## config.mk

```make
export PLATFORM = sky130hd
export DESIGN_NAME = fifo_control_flat
export DESIGN_NICKNAME = d
export VERILOG_FILES = /design/src/rtl/fifo_control_pkg.sv /design/src/rtl/fifo_control_if.sv /design/src/rtl/fifo_control_ptr_counter.sv /design/src/rtl/fifo_control.sv /design/src/flat_wrapper.sv
export SDC_FILE = /design/constraint.sdc
export NUM_CORES = 1
export LEC_CHECK = 0
export ABC_AREA = 1
export BUFFER_PORTS_ARGS = -buffer_cell sky130_fd_sc_hd__buf_2
export CAP_MARGIN = 10
export CELL_PAD_IN_SITES_DETAIL_PLACEMENT = 0
export CELL_PAD_IN_SITES_GLOBAL_PLACEMENT = 2
export CORE_MARGIN = 10
export CORE_UTILIZATION = 31
export CTS_BUF_LIST = sky130_fd_sc_hd__clkbuf_4
export DETAILED_ROUTE_END_ITERATION = 12
export GPL_TIMING_DRIVEN = 0
export PLACE_DENSITY = 0.91
export SYNTH_ARGS = -nofsm -noshare
export SYNTH_HDL_FRONTEND = slang
export SYNTH_SLANG_ARGS = --single-unit
```

## constraint.sdc

```tcl
create_clock -name clk -period 3.4 [get_ports clk]
set_clock_uncertainty 0.1 [all_clocks]
set_input_delay 0.34 -clock clk [delete_from_list [all_inputs] [get_ports clk]]
set_output_delay 0.34 -clock clk [all_outputs]
set_load 0.005 [all_outputs]
```

## src/rtl/fifo_control_pkg.sv

```systemverilog
// FIFO control shared parameters and types.
// Also used by the memory stage so geometry stays in one place.
package fifo_control_pkg;

  localparam int MEM_SIZE_C = 8;
  localparam int PTR_C      = 3;
  localparam int AF_TH_C    = 6;
  localparam int AE_TH_C    = 2;

  typedef struct packed {
    logic full;
    logic empty;
    logic almost_full;
    logic almost_empty;
  } flags_t;

  typedef struct packed {
    logic overflow;
    logic underflow;
  } errs_t;

endpackage

```

## src/rtl/fifo_control_if.sv

```systemverilog
// Request/strobe/status bundle between FIFO control,
// its requesters and the memory stage.
interface fifo_control_if
  import fifo_control_pkg::*;
#(
  parameter int PTR = PTR_C
);

  logic           push_req;
  logic           pop_req;
  logic           push;
  logic           pop;
  logic [PTR-1:0] wr_ptr;
  logic [PTR-1:0] rd_ptr;
  logic [PTR:0]   count;
  logic           full;
  logic           empty;
  logic           almost_full;
  logic           almost_empty;
  logic           overflow_err;
  logic           underflow_err;

  modport master (
    output push_req,
    output pop_req,
    input  push,
    input  pop,
    input  wr_ptr,
    input  rd_ptr,
    input  count,
    input  full,
    input  empty,
    input  almost_full,
    input  almost_empty,
    input  overflow_err,
    input  underflow_err
  );

  modport slave (
    input  push_req,
    input  pop_req,
    output push,
    output pop,
    output wr_ptr,
    output rd_ptr,
    output count,
    output full,
    output empty,
    output almost_full,
    output almost_empty,
    output overflow_err,
    output underflow_err
  );

endinterface

```

## src/rtl/fifo_control_ptr_counter.sv

```systemverilog
// Wrapping address pointer: 0..MEM_SIZE-1, advances when enabled.
// Works for non-power-of-two depths.
module ptr_counter
  import fifo_control_pkg::*;
#(
  parameter int MEM_SIZE = MEM_SIZE_C,
  parameter int PTR      = PTR_C
) (
  input  logic           clk,
  input  logic           reset,
  input  logic           en_i,
  output logic [PTR-1:0] ptr_o
);

  localparam logic [PTR-1:0] LAST = PTR'(MEM_SIZE - 1);
  localparam logic [PTR-1:0] ONE  = PTR'(1);

  logic [PTR-1:0] ptr_q;
  logic [PTR-1:0] ptr_d;

  always_comb begin
    ptr_d = ptr_q;
    if (en_i) begin
      if (ptr_q == LAST) ptr_d = '0;
      else               ptr_d = ptr_q + ONE;
    end
  end

  always_ff @(posedge clk) begin
    if (reset) ptr_q <= '0;
    else       ptr_q <= ptr_d;
  end

  assign ptr_o = ptr_q;

endmodule

```

## src/rtl/fifo_control.sv

```systemverilog
// FIFO control: qualifies requests, tracks pointers/occupancy,
// decodes flags and keeps sticky overflow/underflow errors.
module fifo_control
  import fifo_control_pkg::*;
#(
  parameter int MEM_SIZE = MEM_SIZE_C,
  parameter int PTR      = PTR_C,
  parameter int AF_TH    = AF_TH_C,
  parameter int AE_TH    = AE_TH_C
) (
  input  logic          clk,
  input  logic          reset,
  fifo_control_if.slave bus
);

  localparam logic [PTR:0] FULL_C = (PTR+1)'(MEM_SIZE);
  localparam logic [PTR:0] AF_C   = (PTR+1)'(AF_TH);
  localparam logic [PTR:0] AE_C   = (PTR+1)'(AE_TH);
  localparam logic [PTR:0] ONE    = (PTR+1)'(1);

  logic [PTR:0] count_q;
  logic [PTR:0] count_d;
  errs_t        errs_q;
  errs_t        errs_d;
  flags_t       flags;
  logic         push;
  logic         pop;

  always_comb begin
    flags.full         = (count_q == FULL_C);
    flags.empty        = (count_q == '0);
    flags.almost_full  = (count_q >= AF_C);
    flags.almost_empty = (count_q <= AE_C);
  end

  // Strobes are gated by reset so nothing reaches memory during it
  assign push = bus.push_req & ~flags.full  & ~reset;
  assign pop  = bus.pop_req  & ~flags.empty & ~reset;

  always_comb begin
    count_d = count_q;
    unique case (1'b1)
      (push & ~pop): count_d = count_q + ONE;
      (pop & ~push): count_d = count_q - ONE;
      default:       count_d = count_q;
    endcase
  end

  // A simultaneous opposite request masks the error: one side is served
  always_comb begin
    errs_d = errs_q;
    if (bus.push_req & flags.full & ~bus.pop_req)
      errs_d.overflow = 1'b1;
    if (bus.pop_req & flags.empty & ~bus.push_req)
      errs_d.underflow = 1'b1;
  end

  always_ff @(posedge clk) begin
    if (reset) begin
      count_q <= '0;
      errs_q  <= '0;
    end else begin
      count_q <= count_d;
      errs_q  <= errs_d;
    end
  end

  ptr_counter #(
    .MEM_SIZE (MEM_SIZE),
    .PTR      (PTR)
  ) u_wr_ptr (
    .clk   (clk),
    .reset (reset),
    .en_i  (push),
    .ptr_o (bus.wr_ptr)
  );

  ptr_counter #(
    .MEM_SIZE (MEM_SIZE),
    .PTR      (PTR)
  ) u_rd_ptr (
    .clk   (clk),
    .reset (reset),
    .en_i  (pop),
    .ptr_o (bus.rd_ptr)
  );

  assign bus.push          = push;
  assign bus.pop           = pop;
  assign bus.count         = count_q;
  assign bus.full          = flags.full;
  assign bus.empty         = flags.empty;
  assign bus.almost_full   = flags.almost_full;
  assign bus.almost_empty  = flags.almost_empty;
  assign bus.overflow_err  = errs_q.overflow;
  assign bus.underflow_err = errs_q.underflow;

endmodule

```

## src/flat_wrapper.sv

```systemverilog
// flat-port wrapper written by rule: the top's interface ports become plain ports
module fifo_control_flat import fifo_control_pkg::*;
#(
  parameter int MEM_SIZE = MEM_SIZE_C,
  parameter int PTR      = PTR_C,
  parameter int AF_TH    = AF_TH_C,
  parameter int AE_TH    = AE_TH_C
)
  (clk, reset, bus_push_req, bus_pop_req, bus_push, bus_pop, bus_wr_ptr, bus_rd_ptr, bus_count, bus_full, bus_empty, bus_almost_full, bus_almost_empty, bus_overflow_err, bus_underflow_err);
  fifo_control_if #(.PTR(PTR)) bus_i ();
  input  logic clk;
  input  logic reset;
  input wire logic [$bits(bus_i.push_req)-1:0] bus_push_req;
  input wire logic [$bits(bus_i.pop_req)-1:0] bus_pop_req;
  output wire logic [$bits(bus_i.push)-1:0] bus_push;
  output wire logic [$bits(bus_i.pop)-1:0] bus_pop;
  output wire logic [$bits(bus_i.wr_ptr)-1:0] bus_wr_ptr;
  output wire logic [$bits(bus_i.rd_ptr)-1:0] bus_rd_ptr;
  output wire logic [$bits(bus_i.count)-1:0] bus_count;
  output wire logic [$bits(bus_i.full)-1:0] bus_full;
  output wire logic [$bits(bus_i.empty)-1:0] bus_empty;
  output wire logic [$bits(bus_i.almost_full)-1:0] bus_almost_full;
  output wire logic [$bits(bus_i.almost_empty)-1:0] bus_almost_empty;
  output wire logic [$bits(bus_i.overflow_err)-1:0] bus_overflow_err;
  output wire logic [$bits(bus_i.underflow_err)-1:0] bus_underflow_err;
  assign bus_i.push_req = bus_push_req;
  assign bus_i.pop_req = bus_pop_req;
  assign bus_push = bus_i.push;
  assign bus_pop = bus_i.pop;
  assign bus_wr_ptr = bus_i.wr_ptr;
  assign bus_rd_ptr = bus_i.rd_ptr;
  assign bus_count = bus_i.count;
  assign bus_full = bus_i.full;
  assign bus_empty = bus_i.empty;
  assign bus_almost_full = bus_i.almost_full;
  assign bus_almost_empty = bus_i.almost_empty;
  assign bus_overflow_err = bus_i.overflow_err;
  assign bus_underflow_err = bus_i.underflow_err;
  fifo_control #(.MEM_SIZE(MEM_SIZE), .PTR(PTR), .AF_TH(AF_TH), .AE_TH(AE_TH)) u_core (.clk(clk), .reset(reset), .bus(bus_i));
endmodule
```

Word level (Yosys, flattened, before mapping)
Index checks and enable logic that the tools add are counted.
- output and inout bits: 18
- bits in registers: 12
- reductions and logical operators: 2
- mux-type cells: 3
- bitwise logic cells: 17
- $lt $le $gt $ge: 2
- add/subtract/negate cells: 4
- equal/unequal tests: 3
- operators by type and width (cell ; number):
    $and 1x1->1 ; 10
    $pmux 4 s2 ; 1
    $not 1->1 ; 7
    $add 3x1->3 const B ; 2
    $eq 3x3->1 const B ; 2
    $mux 3 ; 2
    $add 4x1->4 const B ; 1
    $eq 4x4->1 const B ; 1
    $ge 4x3->1 const B ; 1
    $le 4x2->1 const B ; 1
    $logic_not 4->1 ; 1
    $sub 4x1->4 const B ; 1
    $reduce_bool 2->1 ; 1

Depth between registers and ports, before layout
Gate-level depths: netlist (run 1).
- depth after elaboration: 7
- gate-level depth with buffers: 13
- depth with buffers taken out: 13

Modules after synthesis
Synthesis (run 1) repeated with hierarchy kept, for this count alone.
- cell total of the unflattened synthesis: 95
- area, all modules: 693.2 um^2
- modules (own cells, without submodules) (module ; sequential area each (um^2) ; cells each ; area each (um^2) ; times used):
    fifo_control ; 120.1 ; 59 ; 415.4 ; 1
    ptr_counter ; 60.1 ; 18 ; 138.9 ; 2

Worst setup path before layout (run 1)
No wires, ideal clock.
- path type: register -> register
- start: register u_core.count_q[2] (netlist: u_core.bus.count[2])
- end: register u_core.count_q[2] (netlist: u_core.bus.count[2])
- setup slack: 1408 ps
- library setup time: 115 ps
- cell stages (with the launch flop): 11
- data arrival time: 1776 ps
- required time: 3185 ps
- cell sequence: dfxtp_1 > nor2_2 > nand2_4 > nand2_4 > nor2_1 > ha_1 > inv_1 > fa_1 > xnor2_1 > o21ai_0 > inv_1
- longest elaborated chain between the ends: 7
- elaborated cells on any way between the ends: 16
- those cells by class: add/sub: 2; eq/ne: 1; mux: 1; bitwise: 10; reduce/logical: 2
- ends and longest elaborated chain (element ; line ; RTL):
    from (decl) ; fifo_control.sv:21 ; logic [PTR:0] count_q;
    from (signal assigned) ; fifo_control.sv:63 ; count_q <= count_d;
    $logic_not 4->1 * ; fifo_control.sv:31 ; flags.empty = (count_q == '0);
    $not 1->1 * ; fifo_control.sv:38 ; assign pop = bus.pop_req & ~flags.empty & ~reset;
    $and 1x1->1 * (2 in series) ; fifo_control.sv:38 ;
    named net bus_pop ; flat_wrapper.sv:16 ; output wire logic [$bits(bus_i.pop)-1:0] bus_pop;
    $not 1->1 ; fifo_control.sv:43 ; (push & ~pop): count_d = count_q + ONE;
    $and 1x1->1 ; fifo_control.sv:43 ;
    $pmux 4 s2 / $reduce_bool 2->1 (equally long branches) ; n/a ;
The timed path passes the listed nets; every way through them passes the cells marked *.
A chain may end at the register's enable or synchronous reset.

Worst setup path after layout (run 1)
- start: register u_core.count_q[0] (netlist: u_core.bus.count[0])
- end: register u_core.count_q[2] (netlist: u_core.bus.count[2])
- longest elaborated chain between the ends: 7
- elaborated cells on any way between the ends: 16
- those cells by class: add/sub: 2; eq/ne: 1; mux: 1; bitwise: 10; reduce/logical: 2
- ends and longest elaborated chain (element ; line):
    $eq 4x4->1 / $logic_not 4->1 (equally long branches) ; fifo_control.sv:30, fifo_control.sv:31
    $not 1->1 (on tied branches) ; fifo_control.sv:37, fifo_control.sv:38
    $and 1x1->1 (on tied branches) (2 in series) ; fifo_control.sv:37, fifo_control.sv:38
    $not 1->1 (on tied branches) ; fifo_control.sv:44, fifo_control.sv:43
    $and 1x1->1 (on tied branches) ; fifo_control.sv:44, fifo_control.sv:43
    $pmux 4 s2 / $reduce_bool 2->1 (equally long branches) ; n/a
Parallel ways exist; a longest one is shown, timed or not.

==> results of run 1 <==
area by class of cell:
cell class | instances | area share
Timing Repair Buffer | 21 | 0.114
Inverter | 17 | 0.0695
Sequential cell | 12 | 0.262
Clock buffer | 3 | 0.0245
Multi-Input combinational cell | 65 | 0.482
Clock inverter | 1 | 0.00409
Tap cell | 28 | 0.0381
Buffer | 1 | 0.00545
per-layer routing:
metal  GRT usage  wire [um]  vias up
li1            -          -      354
met1      0.0853        762      268
met2       0.115        792       11
met3      0.0214         46        2
met4      0.0466         29        0
met5           0          0        -
metrics by stage:
step	hold slack [ns]	cells	worst slack, ns	area (sq um)	power [mW]
after floorplan	0.356	95	1.41	752	0.332
after global placement	0.347	144	1.28	892	0.402
after detailed placement	0.347	144	1.25	892	0.403
after CTS	0.254	148	1.22	918	0.497
after global routing	0.267	148	1.06	918	0.535
final	0.266	148	1.28	918	0.483
tightest hold or removal path, stage by stage:
cell and delay (ns):
sky130_fd_sc_hd__buf_2 0.08, sky130_fd_sc_hd__inv_1 0.07, sky130_fd_sc_hd__nand2_1 0.07, sky130_fd_sc_hd__nor2_1 0.03
synth_stat cells:
cell type / count
sky130_fd_sc_hd__fa_1: 1
sky130_fd_sc_hd__nand2_1: 12
sky130_fd_sc_hd__nand2_4: 3
sky130_fd_sc_hd__nand3_2: 2
sky130_fd_sc_hd__nor2_1: 8
sky130_fd_sc_hd__xnor2_1: 1
sky130_fd_sc_hd__nand3_1: 7
sky130_fd_sc_hd__nor2_2: 1
sky130_fd_sc_hd__o21ai_0: 5
sky130_fd_sc_hd__buf_2: 1
sky130_fd_sc_hd__nand2_2: 4
sky130_fd_sc_hd__inv_2: 3
sky130_fd_sc_hd__dfxtp_1: 12
sky130_fd_sc_hd__nor2_4: 2
sky130_fd_sc_hd__ha_1: 7
sky130_fd_sc_hd__or2_1: 1
sky130_fd_sc_hd__a21oi_2: 6
sky130_fd_sc_hd__inv_1: 14
sky130_fd_sc_hd__a21oi_1: 5
registers in the layout, indices dropped and copies added, names as in the netlist:
signal and count:
u_core.u_wr_ptr.ptr_o 3, u_core.bus.count 4, u_core.u_rd_ptr.ptr_o 3, u_core.bus.overflow_err 1
u_core.bus.underflow_err 1
logic make-up (layout without fill, tap and decap cells):
group,count (synthesis),count (layout),synth area share
AO/OA/AOI/OAI,16,16,0.136
buffers and inverters,18,43,0.0915
flip-flops,12,12,0.319
AND/OR/NAND/NOR,40,40,0.298
XOR/XNOR,1,1,0.0116
adder cells (fa/ha/maj),8,8,0.143
where the power goes:
| group | internal (mW) | leakage [nW] | switching [mW] |
|---|---|---|---|
| combinational | 0.0866 | 0.376 | 0.120 |
| clock | 0.0424 | 0.0154 | 0.0479 |
| sequential | 0.161 | 0.0984 | 0.0255 |
| total | 0.290 | 0.490 | 0.193 |
final timing paths:
path                                                           start                                    end  slack [ns]
worst max-delay path                u_core.bus.count[0]$_SDFFE_PP0P_       u_core.bus.count[2]$_SDFFE_PP0P_        1.28
worst min-delay path                                           reset  u_core.u_wr_ptr.ptr_o[0]$_SDFFE_PP0P_        0.27
worst max register to register      u_core.bus.count[0]$_SDFFE_PP0P_       u_core.bus.count[2]$_SDFFE_PP0P_        1.28
worst min register to register  u_core.bus.overflow_err$_SDFFE_PP0P_   u_core.bus.overflow_err$_SDFFE_PP0P_        0.36
==> flow_metrics.tcl, run 1 <==
set metrics [dict create \
    run_status "finished, final reports clean" \
    syn_inst 95 \
    floorplan.initialDensity 0.334 \
    grt_overflow_total 0 \
    n_antenna_cell 0 \
    finalNetCount 133 \
    ys_ff_latch 12 \
    mappedNetlistNets 107 \
    netlist.top_cell.by_area "sky130_fd_sc_hd__dfxtp_1" \
    grt_pass1_wl_mm 2.96 \
    worst_setup_hold_path_clk_slew_ns 0.07 \
    layout.cells.most_common "sky130_fd_sc_hd__buf_2" \
    tritoncts "yes" \
    dieArea_sq_um 4800 \
    synth_top_area_frac 0.319 \
    power_per_cell_area_nw_per_um2 526 \
    final_design_utilization 0.407 \
    multiInputGateArea_sq_um 443 \
    worst_r2r_path_depth 10 \
    place_congestion 0.768 \
    drv_cap 0 \
    critPathLaunchType "flop" \
    routed_wl_mm 1.63 \
    cts_buffer_depth 2 \
    layout.cells.most_common_list "22 x sky130_fd_sc_hd__buf_2, 14 x sky130_fd_sc_hd__inv_1, 12 x sky130_fd_sc_hd__nand2_1, 12 x sky130_fd_sc_hd__dfxtp_1, 8 x sky130_fd_sc_hd__nor2_1" \
    grt_setup_unrepaired "false" \
    clock-sinks 12 \
    synth.yosys.seq_area_share 0.319 \
    maximum_fanout_along_the_worst_path 6 \
    worst-path-buf-inv 2 \
    number_of_antenna_violations_at_the_first_check_in_global_routing 0 \
    slew_headroom 0.830 \
    cts_hold_buffers 0 \
    buffers_on_ports 21 \
    clock-root-buffer "sky130_fd_sc_hd__clkbuf_4" \
    required_ns 3.46 \
    holdPathStages 4 \
    mean_syn_cell_area_sq_um 7.92 \
    route.vias.total 635 \
    final_max_slew_viol_count 0 \
    cp_top_family "adder cells" \
    ys_warn_count 0 \
    ir_worst_vdd_mv 0.227 \
    post_cts.resized_instances 0 \
    setup_viol 0 \
    post_drt_via_cell_ratio 4.29 \
    wl_per_cell_um 11.0 \
    pin_count 22 \
    grt_pass1_vias 654 \
    ys_top_cells_by_area "sky130_fd_sc_hd__dfxtp_1 32%, sky130_fd_sc_hd__ha_1 12%, sky130_fd_sc_hd__inv_1 7.0%" \
    num_rows 17 \
    finalSetupTns_ns 0 \
    post_cts_setup_buffer_count 0 \
    hp-class "input pin to flop" \
    p_leak_nw 0.490 \
    insertion_delay_ns 0.27 \
    post-route-period-util 0.623 \
    flow.area_growth_from_synthesis_pct 22.1 \
    synth.lib_cells_used.distinct 19 \
    grtUsageTotal 0.0737 \
    cts_inserted_buffers 3 \
    syn-cell-area_sq_um 752 \
    biggest_cell_delay_along_the_critical_path_ns 0.45 \
    fp.dieW_um 69.3 \
    hold_violations 0 \
    drtPass1Iterations 4 \
    drc_errors 0 \
    cp_cell_sequence "nor2_4 -> nand2_4 -> nand2_4 -> nor2_1 -> ha_1 -> inv_1 -> fa_1 -> xnor2_1 -> o21ai_0 -> inv_1" \
    dr.first_iter.drc_count 27 \
    largest_net_degree_at_the_start_of_global_routing 11 \
    crit_arrival_ns 2.18 \
    min_period_ns 2.12 \
    ant_nets 0 \
    core_area_sq_um 2250 \
    end_kind "flop" \
    tightestPinTransition_ns 0.254 \
    worst-path-stages 10 \
    fmax_mhz 472 \
    fp.dieH_um 69.3 \
    dp.final_hpwl_mm 1.37 \
    ctsHtreeMaxLevel 1 \
    fill_cells 254 \
    critical_path_start_end_classification "flop to flop" \
    regArea_sq_um 240 \
    cp_slowest_cell "sky130_fd_sc_hd__dfxtp_1" \
    final_layout_size_suffix_gt1_frac 0.383 \
]
Note: power is estimated with default switching activity, not from simulation.
==> run 2: changes to the inputs <==
--- a/config.mk
+++ b/config.mk
@@ -11,11 +11,11 @@
 export CELL_PAD_IN_SITES_DETAIL_PLACEMENT = 0
 export CELL_PAD_IN_SITES_GLOBAL_PLACEMENT = 2
 export CORE_MARGIN = 10
-export CORE_UTILIZATION = 31
+export CORE_UTILIZATION = 26
 export CTS_BUF_LIST = sky130_fd_sc_hd__clkbuf_4
 export DETAILED_ROUTE_END_ITERATION = 12
 export GPL_TIMING_DRIVEN = 0
-export PLACE_DENSITY = 0.91
+export PLACE_DENSITY = 0.82
 export SYNTH_ARGS = -nofsm -noshare
 export SYNTH_HDL_FRONTEND = slang
 export SYNTH_SLANG_ARGS = --single-unit
==> constraint.sdc (replaced) <==
create_clock -name clk -period 1.7 [get_ports clk]
set_clock_uncertainty 0.1 [all_clocks]
set_input_delay 0.17 -clock clk [delete_from_list [all_inputs] [get_ports clk]]
set_output_delay 0.17 -clock clk [all_outputs]
set_load 0.005 [all_outputs]
==> flow_metrics.tcl, run 2 (synthesized netlist as in run 1, its figures left out) <==
set metrics [dict create \
    drv_cap 0 \
    regArea_sq_um 255 \
    route.vias.total 691 \
    maximum_fanout_along_the_worst_path 4 \
    required_ns 1.77 \
    wl_per_cell_um 11.7 \
    setup_viol 3 \
    final_max_slew_viol_count 0 \
    layout.cells.most_common_list "22 x sky130_fd_sc_hd__buf_2, 13 x sky130_fd_sc_hd__inv_1, 8 x sky130_fd_sc_hd__nand2_2, 8 x sky130_fd_sc_hd__nand2_1, 8 x sky130_fd_sc_hd__dfxtp_1" \
    dr.first_iter.drc_count 18 \
    finalPower_mw 1.16 \
    ir_worst_vdd_mv 0.499 \
    buffers_on_ports 21 \
    fp.dieH_um 73.8 \
    number_of_antenna_violations_at_the_first_check_in_global_routing 0 \
    dp_slack_ns -0.180 \
    routed_wl_mm 1.84 \
    ant_nets 0 \
    critical_path_start_end_classification "flop to flop" \
    drc_errors 0 \
    grt_overflow_total 0 \
    regToRegEndpoint "u_core.bus.count[3]$_SDFFE_PP0P_" \
    worst_hold_path.endpoint "u_core.u_wr_ptr.ptr_o[0]$_SDFFE_PP0P_" \
    final.setup.worst_slack_ns -0.0768 \
    final_layout_size_suffix_gt1_frac 0.556 \
    ctsHtreeMaxLevel 1 \
    tritoncts "yes" \
    hold_violations 0 \
    cts_inserted_buffers 3 \
    fp.dieW_um 73.8 \
    r2r-start "u_core.bus.count[1]$_SDFFE_PP0P_" \
    finalNetCount 139 \
    comb_power_share 0.492 \
    floorplan.initialDensity 0.273 \
    min_period_ns 1.78 \
    worst_r2r_path_depth 11 \
    critPathLaunchType "flop" \
    cts_buffer_depth 2 \
    layout.cells.most_common "sky130_fd_sc_hd__buf_2" \
    p_leak_nw 0.529 \
    design_area_sq_um 1070 \
    violated_checks "negative setup slack" \
    multiInputGateArea_sq_um 526 \
    crit_arrival_ns 1.85 \
    dieArea_sq_um 5440 \
    grt_setup_unrepaired "true" \
    insertion_delay_ns 0.27 \
    ff2ff_setup_slack_ns -0.08 \
    holdPathStages 4 \
    clock-sinks 12 \
    grt_pass1_vias 745 \
    grtUsageTotal 0.0768 \
    fill_cells 301 \
    clock-root-buffer "sky130_fd_sc_hd__clkbuf_4" \
    final_design_utilization 0.388 \
    slew_headroom 0.804 \
    place_congestion 0.766 \
    dp.final_hpwl_mm 1.44 \
    switching_power_uw 454 \
    hold_start "reset" \
    largest_net_degree_at_the_start_of_global_routing 11 \
    fmax_mhz 563 \
    n_antenna_cell 0 \
    cts_hold_buffers 0 \
    pin_count 22 \
    run_status "finished, violations left" \
    tightestPinTransition_ns 0.294 \
    core_area_sq_um 2760 \
    finalSetupTns_ns -0.119 \
    num_rows 19 \
    hp-class "input pin to flop" \
    pwr-share-clk 0.177 \
    p_seq_frac 0.330 \
    end_kind "flop" \
    post_drt_via_cell_ratio 4.40 \
    switching_power_share_of_the_total 0.392 \
    power_per_cell_area_nw_per_um2 1080 \
    flow.area_growth_from_synthesis_pct 42.4 \
    drtPass1Iterations 4 \
    post-route-period-util 1.05 \
    place_area_sq_um 943 \
    grt_pass1_wl_mm 3.31 \
    flip_flop_count_of_the_largest_register_after_layout 4 \
    internal_power_uw 702 \
    worst_setup_hold_path_clk_slew_ns 0.08 \
]
-- run 2: cell count changes in the layout (fill, tap and decap cells not counted), sizes merged --
cell    change
clkbuf      +1
buf         +6
clkinv      -1
-- run 2: critical path: stages (launching register included) --
cell                      delay, ns
sky130_fd_sc_hd__dfxtp_4       0.36
sky130_fd_sc_hd__nor2_4        0.16
sky130_fd_sc_hd__nand2_4       0.08
sky130_fd_sc_hd__nand2_4       0.07
sky130_fd_sc_hd__nor2_4        0.04
sky130_fd_sc_hd__ha_4          0.19
sky130_fd_sc_hd__ha_4          0.22
sky130_fd_sc_hd__or2_4         0.24
sky130_fd_sc_hd__nand3_2       0.07
sky130_fd_sc_hd__nand3_2       0.07
sky130_fd_sc_hd__nand2_1       0.06
sky130_fd_sc_hd__inv_1         0.03
-- run 2: area by class of cell --
type / count / area share
Inverter: 17 / 0.0619
Timing Repair Buffer: 27 / 0.140
Multi-Input combinational cell: 65 / 0.491
Tap cell: 31 / 0.0362
Sequential cell: 12 / 0.238
Clock buffer: 4 / 0.0280
Buffer: 1 / 0.00467
-- run 2: layer usage --
layer / GRT usage / part of all wire / up-vias
li1: - / - / 363
met1: 0.0874 / 0.46 / 313
met2: 0.120 / 0.46 / 13
met3: 0.0323 / 0.069 / 2
met4: 0.0373 / 0.0087 / 0
met5: 0 / 0 / -
-- run 2: power by group through the flow --
stage	registers [mW]	clock network, mW	logic [mW]
after floorplan	0.392	0	0.315
after global placement	0.394	0	0.463
after CTS	0.379	0.217	0.541
after global routing	0.388	0.234	0.649
after detailed placement	0.394	0	0.471
final	0.382	0.205	0.569
-- run 2: worst max-delay path by stage --
stage                                                 from                                to  slack (ns)
after floorplan           u_core.bus.count[1]$_SDFFE_PP0P_  u_core.bus.count[3]$_SDFFE_PP0P_       -0.06
final                     u_core.bus.count[1]$_SDFFE_PP0P_  u_core.bus.count[3]$_SDFFE_PP0P_       -0.08
after detailed placement  u_core.bus.count[1]$_SDFFE_PP0P_  u_core.bus.count[3]$_SDFFE_PP0P_       -0.18
after global routing      u_core.bus.count[1]$_SDFFE_PP0P_  u_core.bus.count[3]$_SDFFE_PP0P_       -0.17
after CTS                 u_core.bus.count[0]$_SDFFE_PP0P_  u_core.bus.count[3]$_SDFFE_PP0P_       -0.07
after global placement    u_core.bus.count[1]$_SDFFE_PP0P_  u_core.bus.count[3]$_SDFFE_PP0P_       -0.17
-- run 2: what timing repair did --
item	CTS	global route
pin swaps	6	6
setup endpoints to repair	3	3
setup buffers	6	0
resized for setup	4	10
-- run 2: per-stage QoR --
step                      instances  hold slack (ns)
after detailed placement        147            0.349
final                           157            0.116
after CTS                       157            0.113
after floorplan                  95            0.213
after global placement          147            0.347
after global routing            157            0.120
